**src/rtl/uart_packet_pkg.sv**
```systemverilog
// Shared types and constants for the UART packet parser.
//   state_e : parser FSM states (ST_CHK is reachable only with PACKET_CHECKSUM_EN)
//   hdr_t   : header byte layout {kind[1:0], field[5:0]}
//   HDR_*   : header kind codes; ERR_* : err_code values
package uart_packet_pkg;

  typedef enum logic [2:0] {
    ST_IDLE = 3'd0,
    ST_B2   = 3'd1,
    ST_B1   = 3'd2,
    ST_B0   = 3'd3,
    ST_CHK  = 3'd4
  } state_e;

  typedef struct packed {
    logic [1:0] kind;
    logic [5:0] field;
  } hdr_t;

  localparam logic [1:0] HDR_DATA = 2'b01;
  localparam logic [1:0] HDR_CMD  = 2'b10;

  localparam logic [1:0] ERR_IDX  = 2'b01;
  localparam logic [1:0] ERR_FULL = 2'b10;
  localparam logic [1:0] ERR_PKT  = 2'b11;

endpackage

```
**src/rtl/byte_timeout_counter.sv**
```systemverilog
// Inter-byte timeout counter for the packet parser.
//   clock, reset : clock and asynchronous active-high reset
//   clear        : forces the count to zero (has priority over enable)
//   enable       : advance the count by one per clock
//   expired      : registered flag, high while the count sits at TIMEOUT_CLKS-1
// The count saturates at TIMEOUT_CLKS-1 and never wraps.
module byte_timeout_counter #(
  parameter int unsigned TIMEOUT_CLKS = 2000
) (
  input  logic clock,
  input  logic reset,
  input  logic clear,
  input  logic enable,
  output logic expired
);

  localparam int unsigned CNT_W = (TIMEOUT_CLKS > 2) ? $clog2(TIMEOUT_CLKS) : 1;
  localparam logic [CNT_W-1:0] LIMIT = CNT_W'(TIMEOUT_CLKS - 1);

  logic [CNT_W-1:0] cnt_q, cnt_d;
  logic             expired_q;

  // Next count: clear wins, otherwise count up until the limit.
  always_comb begin
    cnt_d = cnt_q;
    if (clear) begin
      cnt_d = '0;
    end else if (enable && (cnt_q != LIMIT)) begin
      cnt_d = cnt_q + CNT_W'(1);
    end
  end

  always_ff @(posedge clock or posedge reset) begin
    if (reset) begin
      cnt_q     <= '0;
      expired_q <= 1'b0;
    end else begin
      cnt_q     <= cnt_d;
      expired_q <= (cnt_d == LIMIT);
    end
  end

  assign expired = expired_q;

endmodule

```
**src/rtl/uart_packet_parser.sv**
```systemverilog
// Parses the received UART byte stream into DAC words and command codes.
//   clock, reset   : clock and asynchronous active-high reset
//   rx_data        : byte from the UART receiver, valid when rx_byte_ready
//   rx_byte_ready  : 1-cycle byte strobe
//   fifo_data      : 24-bit word shared by all DAC FIFOs, held until the next write
//   fifo_write     : one-hot 1-cycle write strobe, one bit per FIFO
//   fifo_full      : per-FIFO full flags
//   cmd_valid      : 1-cycle strobe, cmd_code valid
//   cmd_code       : command code from header bits [5:0]
//   err_pulse      : 1-cycle strobe on any rejected packet
//   err_code       : 01 bad index, 10 FIFO full, 11 timeout/checksum; held until next error
// Optional build macro PACKET_CHECKSUM_EN adds a 5th XOR checksum byte to DATA packets.
module uart_packet_parser
  import uart_packet_pkg::*;
#(
  parameter int unsigned DACN         = 2,
  parameter int unsigned TIMEOUT_CLKS = 2000
) (
  input  logic            clock,
  input  logic            reset,
  input  logic [7:0]      rx_data,
  input  logic            rx_byte_ready,
  output logic [23:0]     fifo_data,
  output logic [DACN-1:0] fifo_write,
  input  logic [DACN-1:0] fifo_full,
  output logic            cmd_valid,
  output logic [5:0]      cmd_code,
  output logic            err_pulse,
  output logic [1:0]      err_code
);

`ifdef PACKET_CHECKSUM_EN
  // All three payload bytes are kept; the word completes on the checksum byte.
  localparam int unsigned SHIFT_W = 24;
`else
  // The last payload byte is taken straight from rx_data.
  localparam int unsigned SHIFT_W = 16;
`endif

  state_e            state_q, state_d;
  logic [5:0]        idx_q, idx_d;
  logic [SHIFT_W-1:0] shift_q, shift_d;
  logic [23:0]       fifo_data_q, fifo_data_d;
  logic [DACN-1:0]   fifo_write_q, fifo_write_d;
  logic              cmd_valid_q, cmd_valid_d;
  logic [5:0]        cmd_code_q, cmd_code_d;
  logic              err_pulse_q, err_pulse_d;
  logic [1:0]        err_code_q, err_code_d;
`ifdef PACKET_CHECKSUM_EN
  logic [7:0]        chk_q, chk_d;
`endif

  hdr_t              hdr_c;
  logic [DACN-1:0]   sel_c;
  logic              idx_bad_c;
  logic              full_hit_c;
  logic              expired_c;

  assign hdr_c      = hdr_t'(rx_data);
  // A shift past the top bit leaves sel_c zero for out-of-range indices.
  assign sel_c      = DACN'(1) << idx_q;
  assign idx_bad_c  = 32'(idx_q) >= DACN;
  assign full_hit_c = |(fifo_full & sel_c);

  // Inter-byte watchdog: runs only while a DATA packet is open.
  byte_timeout_counter #(
    .TIMEOUT_CLKS(TIMEOUT_CLKS)
  ) u_timeout (
    .clock   (clock),
    .reset   (reset),
    .clear   (rx_byte_ready || (state_q == ST_IDLE)),
    .enable  (state_q != ST_IDLE),
    .expired (expired_c)
  );

  // Next-state and output logic.
  always_comb begin
    logic        finish;
    logic        pkt_bad;
    logic        err_set;
    logic [1:0]  err_val;
    logic [23:0] word;

    state_d      = state_q;
    idx_d        = idx_q;
    shift_d      = shift_q;
    fifo_data_d  = fifo_data_q;
    fifo_write_d = '0;
    cmd_valid_d  = 1'b0;
    cmd_code_d   = cmd_code_q;
    err_pulse_d  = 1'b0;
    err_code_d   = err_code_q;
`ifdef PACKET_CHECKSUM_EN
    chk_d        = chk_q;
`endif
    finish       = 1'b0;
    pkt_bad      = 1'b0;
    err_set      = 1'b0;
    err_val      = ERR_PKT;
    word         = '0;

    case (state_q)
      ST_IDLE: begin
        if (rx_byte_ready) begin
          case (hdr_c.kind)
            HDR_DATA: begin
              idx_d   = hdr_c.field;
              shift_d = '0;
              state_d = ST_B2;
`ifdef PACKET_CHECKSUM_EN
              chk_d   = rx_data;
`endif
            end
            HDR_CMD: begin
              cmd_valid_d = 1'b1;
              cmd_code_d  = hdr_c.field;
            end
            default: ; // resync filler, dropped silently
          endcase
        end
      end

      ST_B2, ST_B1: begin
        if (rx_byte_ready) begin
          shift_d = {shift_q[SHIFT_W-9:0], rx_data};
          state_d = (state_q == ST_B2) ? ST_B1 : ST_B0;
`ifdef PACKET_CHECKSUM_EN
          chk_d   = chk_q ^ rx_data;
`endif
        end else if (expired_c) begin
          state_d = ST_IDLE;
          err_set = 1'b1;
        end
      end

      ST_B0: begin
        if (rx_byte_ready) begin
`ifdef PACKET_CHECKSUM_EN
          shift_d = {shift_q[15:0], rx_data};
          chk_d   = chk_q ^ rx_data;
          state_d = ST_CHK;
`else
          finish  = 1'b1;
          word    = {shift_q, rx_data};
          state_d = ST_IDLE;
`endif
        end else if (expired_c) begin
          state_d = ST_IDLE;
          err_set = 1'b1;
        end
      end

`ifdef PACKET_CHECKSUM_EN
      ST_CHK: begin
        if (rx_byte_ready) begin
          finish  = 1'b1;
          word    = shift_q;
          pkt_bad = (rx_data != chk_q);
          state_d = ST_IDLE;
        end else if (expired_c) begin
          state_d = ST_IDLE;
          err_set = 1'b1;
        end
      end
`endif

      default: state_d = ST_IDLE;
    endcase

    // Packet end: checksum, then index, then FIFO-full decide the outcome.
    if (finish) begin
      if (pkt_bad) begin
        err_set = 1'b1;
        err_val = ERR_PKT;
      end else if (idx_bad_c) begin
        err_set = 1'b1;
        err_val = ERR_IDX;
      end else if (full_hit_c) begin
        err_set = 1'b1;
        err_val = ERR_FULL;
      end else begin
        fifo_write_d = sel_c;
        fifo_data_d  = word;
      end
    end

    if (err_set) begin
      err_pulse_d = 1'b1;
      err_code_d  = err_val;
    end
  end

  always_ff @(posedge clock or posedge reset) begin
    if (reset) begin
      state_q      <= ST_IDLE;
      idx_q        <= '0;
      shift_q      <= '0;
      fifo_data_q  <= '0;
      fifo_write_q <= '0;
      cmd_valid_q  <= 1'b0;
      cmd_code_q   <= '0;
      err_pulse_q  <= 1'b0;
      err_code_q   <= '0;
`ifdef PACKET_CHECKSUM_EN
      chk_q        <= '0;
`endif
    end else begin
      state_q      <= state_d;
      idx_q        <= idx_d;
      shift_q      <= shift_d;
      fifo_data_q  <= fifo_data_d;
      fifo_write_q <= fifo_write_d;
      cmd_valid_q  <= cmd_valid_d;
      cmd_code_q   <= cmd_code_d;
      err_pulse_q  <= err_pulse_d;
      err_code_q   <= err_code_d;
`ifdef PACKET_CHECKSUM_EN
      chk_q        <= chk_d;
`endif
    end
  end

  assign fifo_data  = fifo_data_q;
  assign fifo_write = fifo_write_q;
  assign cmd_valid  = cmd_valid_q;
  assign cmd_code   = cmd_code_q;
  assign err_pulse  = err_pulse_q;
  assign err_code   = err_code_q;

endmodule

```
**config.mk**
```make
export PLATFORM = sky130hd
export DESIGN_NAME = uart_packet_parser
export DESIGN_NICKNAME = d
export VERILOG_FILES = /design/src/rtl/uart_packet_pkg.sv /design/src/rtl/byte_timeout_counter.sv /design/src/rtl/uart_packet_parser.sv
export SDC_FILE = /design/constraint.sdc
export NUM_CORES = 1
export LEC_CHECK = 0
export CELL_PAD_IN_SITES_DETAIL_PLACEMENT = 0
export CELL_PAD_IN_SITES_GLOBAL_PLACEMENT = 1
export CORE_ASPECT_RATIO = 1.25
export CORE_UTILIZATION = 47
export DETAILED_ROUTE_END_ITERATION = 10
export HOLD_SLACK_MARGIN = 0.06
export PLACE_DENSITY = 0.95
export REMOVE_ABC_BUFFERS = 1
export SLEW_MARGIN = 0
export SYNTH_ARGS = -nofsm -noshare
export SYNTH_HDL_FRONTEND = slang
export SYNTH_HIERARCHICAL = 1
export SYNTH_SLANG_ARGS = --single-unit
```
**constraint.sdc**
```tcl
create_clock -name clock -period 3.38 [get_ports clock]
set_input_delay 0.676 -clock clock [delete_from_list [all_inputs] [get_ports clock]]
set_output_delay 0.676 -clock clock [all_outputs]
set_load 0.01 [all_outputs]
```
Word-level counts from Yosys, hierarchy flattened:

Cells that the tools add are included.

* output and inout port bits: 36
* input bits: 13
* register bits after elaboration: 73
* word-level logic and storage cells: 73

* reductions and logical operators: 13
* eq/ne operators: 10
* $lt $le $gt $ge: 1
* bitwise operators: 3
* add/subtract/negate cells: 1
* shifts and indexed selects: 1
* multiplexer cells: 33

Operators by type and width (count)
* 16-bit two-way mux: 3
* 24-bit two-way mux: 2
* 16-bit one-hot mux with 2 select lines: 1
* 11-bit two-way mux: 2
* 3-bit two-way mux: 5
* 1-bit two-way mux: 14
* 11-bit by 1-bit adder with 11-bit output (second input constant): 1
* 11-bit == test (second input constant): 1
* 11-bit inequality test (second input constant): 1
* 2-bit two-way mux: 5
* 3-bit one-hot mux with 3 select lines: 1
* 3-bit AND reduction: 3
* 3-bit by 2-bit == test with 1-bit output (second input constant): 2
* 6-bit by 2-bit >= comparator with 1-bit output (second input constant): 1
* 1-bit by 6-bit left shift with 2-bit output (first input constant): 1
* 2-bit inequality test (second input constant): 2
* 4-bit AND reduction: 1
* 2-bit OR reduction: 2
* 3-bit by 1-bit == test with 1-bit output (second input constant): 1
* 3-bit zero test: 1
* 3-bit nonzero test: 1
* 3-bit OR reduction: 1
* 2-bit AND: 1
* 2-bit by 1-bit == test with 1-bit output (second input constant): 1
* other kinds (7): 8

Longest topological paths before layout:

* depth in word-level cells: 7
* depth in mapped cells: 8
* gate-level depth less buffers: 7

Cells and area by module:

Netlist, hierarchy kept.

Modules (own cells, without submodules)
* uart_packet_parser: area an instance 2449.8 µm², times used 1, cells an instance 159, seq. area each 1526.5 µm²
* byte_timeout_counter: area an instance 670.6 µm², times used 1, cells an instance 71, seq. area each 300.3 µm²

Least setup slack after synthesis:

OpenSTA, ideal clock, no wires.

* path type: reg2reg
* start point: reg idx_q[4]
* end point: reg fifo_data_q[0], in the netlist fifo_data[0]
* path buffers: 1
* stages on the path, launching flop included: 6
* required time: 3255 ps
* period minus slack after synthesis: 2026 ps
* path slack: 1354 ps
* arrival time: 1901 ps
* setup time: 125 ps
* cells stage by stage: dfrtp_1 or4_4 or3_4 nor2_8 buf_12 mux2_4

* longest elaborated chain between the ends: 5
* elaborated cells on any way between the ends: 7
* those cells by class: order compare: 1; shift: 1; bitwise: 3; reduce/logical: 2

RTL lines
* start, declared: RTL line uart_packet_parser.sv:41 `logic [5:0] idx_q, idx_d;`
* start signal, assigned: RTL line uart_packet_parser.sv:209 `idx_q <= idx_d;`
* branches (longest 4 deep; another with 6-bit by 2-bit >= comparator with 1-bit output)
* 3-bit AND reduction (no source line) *
* end signal, assigned: RTL line uart_packet_parser.sv:211 `fifo_data_q <= fifo_data_d;`
* end, declared: RTL line uart_packet_parser.sv:43 `logic [23:0] fifo_data_q, fifo_data_d;`

Mark *: on every way between the ends.
A chain may end at the register's enable or synchronous reset.

Worst setup path after layout:

* start point: in rx_byte_ready
* end point: reg fifo_data_q[9], in the netlist fifo_data[9]

* longest elaborated chain between the ends: 3
* elaborated cells on any way between the ends: 5
* those cells by class: mux: 4; reduce/logical: 1

RTL lines
* start, declared: RTL line uart_packet_parser.sv:22 `input logic rx_byte_ready,`
* 1-bit two-way mux: RTL line uart_packet_parser.sv:137 `if (rx_byte_ready) begin`
* 1-bit two-way mux: RTL line uart_packet_parser.sv:102 `case (state_q)`
* 3-bit AND reduction (no source line)

Parallel ways exist; a longest one is shown, timed or not.

==> impl_metrics.json <==
{
  "arrival_ns": 2.77,
  "setup_viol": 0,
  "cts-buffers-inserted": 9,
  "ys_top_cells_by_area": "dfrtp_1 59%, mux2_4 9.6%, mux2_2 6.1%, a22o_1 4.5%, nor2_1 2.0%",
  "postCtsHoldBufs": 0,
  "clockRootBuffer": "clkbuf_8",
  "critPathBufInv": 1,
  "tns_ns": 0,
  "cp_num_cells": 5,
  "post-place-ws_ns": 0.487,
  "ys_seq_elements": 73,
  "crit_type": "in2reg",
  "peakVddDrop_uv": 227,
  "hpwl_um": 4040,
  "track_usage_pct": 18.6,
  "endpoint": "fifo_data[9]",
  "routed_wl_um": 6000,
  "overflow": 0,
  "cpMaxStageDelayCell": "clkdlybuf4s50_1",
  "p_leak_nw": 1.73,
  "start_util_pct": 49.6,
  "worstSkewPairLatency_ns": 0.34,
  "cellPowerDensity_nw_per_um2": 494,
  "grt_pass1_vias": 1968,
  "cts.path.max_buffers": 2,
  "cap_violations": 0,
  "die_area_um2": 6970,
  "rsz0062_at_grt": "false",
  "die_y_um": 93.1,
  "max_freq_ghz": 0.394,
  "antenna_left": 0,
  "end_kind": "flop",
  "cts_resized": 0,
  "synth.distinct_cells": 46,
  "grt_antenna_before_repair": 0,
  "outcome": "complete, no violations",
  "rr_startpoint": "idx_q[4]",
  "rr_worst_depth": 4,
  "initialDrtViolationCount": 84,
  "cts.sinks": 73,
  "fin_crit_sh_pct": 75.2,
  "drive_gt1_share_pct": 21.2,
  "cts_tree": "built",
  "nNetsFinal": 297,
  "port_buffers": 48,
  "core_region_area_um2": 6290,
  "area_delta_synth_final_pct": 23.9,
  "hold_path.class": "reg2reg",
  "viasPerCell": 5.41,
  "htree_num_levels": 3,
  "r2r_end": "fifo_data[9]",
  "cts_post_setup_buffers_inserted": 0,
  "io_pins": 49,
  "wl_per_cell_um": 16.1,
  "drc": 0,
  "clk_pin_slew_ns": 0.08,
  "syn_area_per_cell_um2": 13.6,
  "grt_max_degree": 32,
  "gp_congestion": 0.794,
  "skew_ns": 0.00923,
  "critPathMaxStageDelay_ns": 0.57,
  "crit_start": "rx_byte_ready",
  "worstMarginPinSlew_ns": 1.25,
  "cp_max_fo": 24,
  "setup_slack_ns": 0.839,
  "synth_top_area_share_pct": 58.5,
  "synth_seq_area_share_pct": 58.5,
  "worstSetupStartpointType": "input port",
  "yosysWarnings": 6,
  "period_minus_slack_ns": 2.54,
  "worstPathRequired_ns": 3.61,
  "drtPass1Iterations": 4,
  "hold_violations": 0,
  "holdWs_ns": 0.506,
  "report.final.slew_viol_count": 0,
  "vias": 2018,
  "regToRegSetupSlack_ns": 1.03,
  "num_rows": 32,
  "synth_area_leader_cell": "dfrtp_1",
  "critPathTopFamily": "simple AND/OR/NAND/NOR gates",
  "cp_cell_sequence": "clkdlybuf4s50_1 -> nand4b_1 -> or3_4 -> nor2_8 -> mux2_2",
  "netlist_instances": 230,
  "grt_pass1_wl_um": 9570,
  "die_w_um": 74.9,
  "max_slew_margin_pct": 16.3,
  "syn-cell-area_um2": 3120,
  "diodes": 0
}
[Yosys cell counts, drive strengths merged]
cell type	number
xor2	3
nor4b	1
nor3b	2
nor2	18
clkbuf	6
or3	2
o21ai	2
mux2i	1
dfrtp	73
a2111oi	1
o2111a	1
nand3	3
xnor2	5
or4	2
a31oi	2
inv	7
a311oi	1
nor4bb	1
buf	3
nand4b	2
a22o	16
a21o	1
o32a	1
nand2b	1
nand3b	2
and4b	2
mux2	37
o211ai	1
nor3	7
conb	1
a21oi	7
nand2	6
nor4	1
ha	1
o22ai	1
nor2b	1
nand4	6
o21bai	1
and3	1
[per-stage QoR]
step | power [mW] | area [um^2] | cells | utilization, %
3_3_place_gp | 1.23 | 3660 | 357 | 58.3
2_1_floorplan | 1.13 | 3050 | 221 | -
4_1_cts | 1.93 | 3860 | 373 | 61.5
5_1_grt | 1.99 | 3860 | 373 | 61.5
3_5_place_dp | 1.24 | 3660 | 357 | 58.3
6_report | 1.91 | 3860 | 373 | 61.5
[power breakdown]
group          internal (mW)  switching [mW]
Clock                  0.348           0.339
Sequential             0.950          0.0557
Combinational          0.126          0.0916
[state kept, by name, summed over array words and instances, names as in the netlist]
name / count
fifo_data: 24
fifo_write: 2
idx_q: 6
u_timeout/cnt_q: 11
cmd_valid: 1
u_timeout/expired: 1
cmd_code: 6
shift_q: 16
err_pulse: 1
state_q: 3
err_code: 2
[logic make-up (layout without fill, tap and decap cells)]
kind of cell               Yosys count  after routing  synth area share, %
DFF                                 73             73                 58.5
and+or+nand+nor                     58             58                 11.1
muxes                               38             38                 16.1
AOI/OAI and AO/OA                   35             35                 8.54
buffers and inverters               16             74                 3.01
xor gates and xnor gates             8              8                 2.25
adders and majority gates            1              1                0.401
other                                1              1                0.120
[how the worst min path moves through the flow]
stage                             start       endpoint  slack [ns]  cells after the start
after floorplan                idx_q[0]  fifo_write[0]        0.45                      1
after detailed placement  fifo_data[12]  fifo_data[12]        0.49                      1
after global placement         idx_q[0]  fifo_write[0]        0.48                      1
after CTS                      idx_q[0]  fifo_write[0]        0.51                      1
final                          idx_q[0]  fifo_write[0]        0.51                      1
after global routing        cmd_code[1]    cmd_code[1]        0.52                      1
[layout make-up]
type | count | area [um^2]
clock buffers | 9 | 124
multi-input cells | 141 | 1200
repair buffers | 51 | 503
inverters | 7 | 26.3
flip-flops and latches | 73 | 1830
fillers | 478 | 2420
well taps | 85 | 106
clock inverters | 7 | 78.8
[routing by layer]
metal | track usage, % | up-vias | share of wire (%)
met4 | 7.70 | 0 | 1.9
met3 | 4.42 | 12 | 4.0
met2 | 30.6 | 47 | 51
met5 | 0 | - | 0
li1 | - | 943 | -
met1 | 23.1 | 1016 | 43
[layout by cell type (no fill, tap or decap), types with 2 or more instances in the layout]
| cell | count |
|---|---|
| a21oi_1 | 7 |
| a22o_1 | 16 |
| a31oi_1 | 2 |
| buf_4 | 3 |
| clkbuf_8 | 9 |
| clkdlybuf4s50_1 | 48 |
| clkinv_4 | 3 |
| dfrtp_1 | 73 |
| inv_1 | 6 |
| inv_6 | 2 |
| mux2_2 | 17 |
| mux2_4 | 20 |
| nand2_1 | 6 |
| nand3_1 | 3 |
| nand3b_1 | 2 |
| nand4_1 | 6 |
| nand4b_1 | 2 |
| nor2_1 | 17 |
| nor3_1 | 7 |
| nor3b_1 | 2 |
| xnor2_1 | 5 |
| xor2_1 | 3 |
No activity file was read; power rests on OpenSTA's default activity.
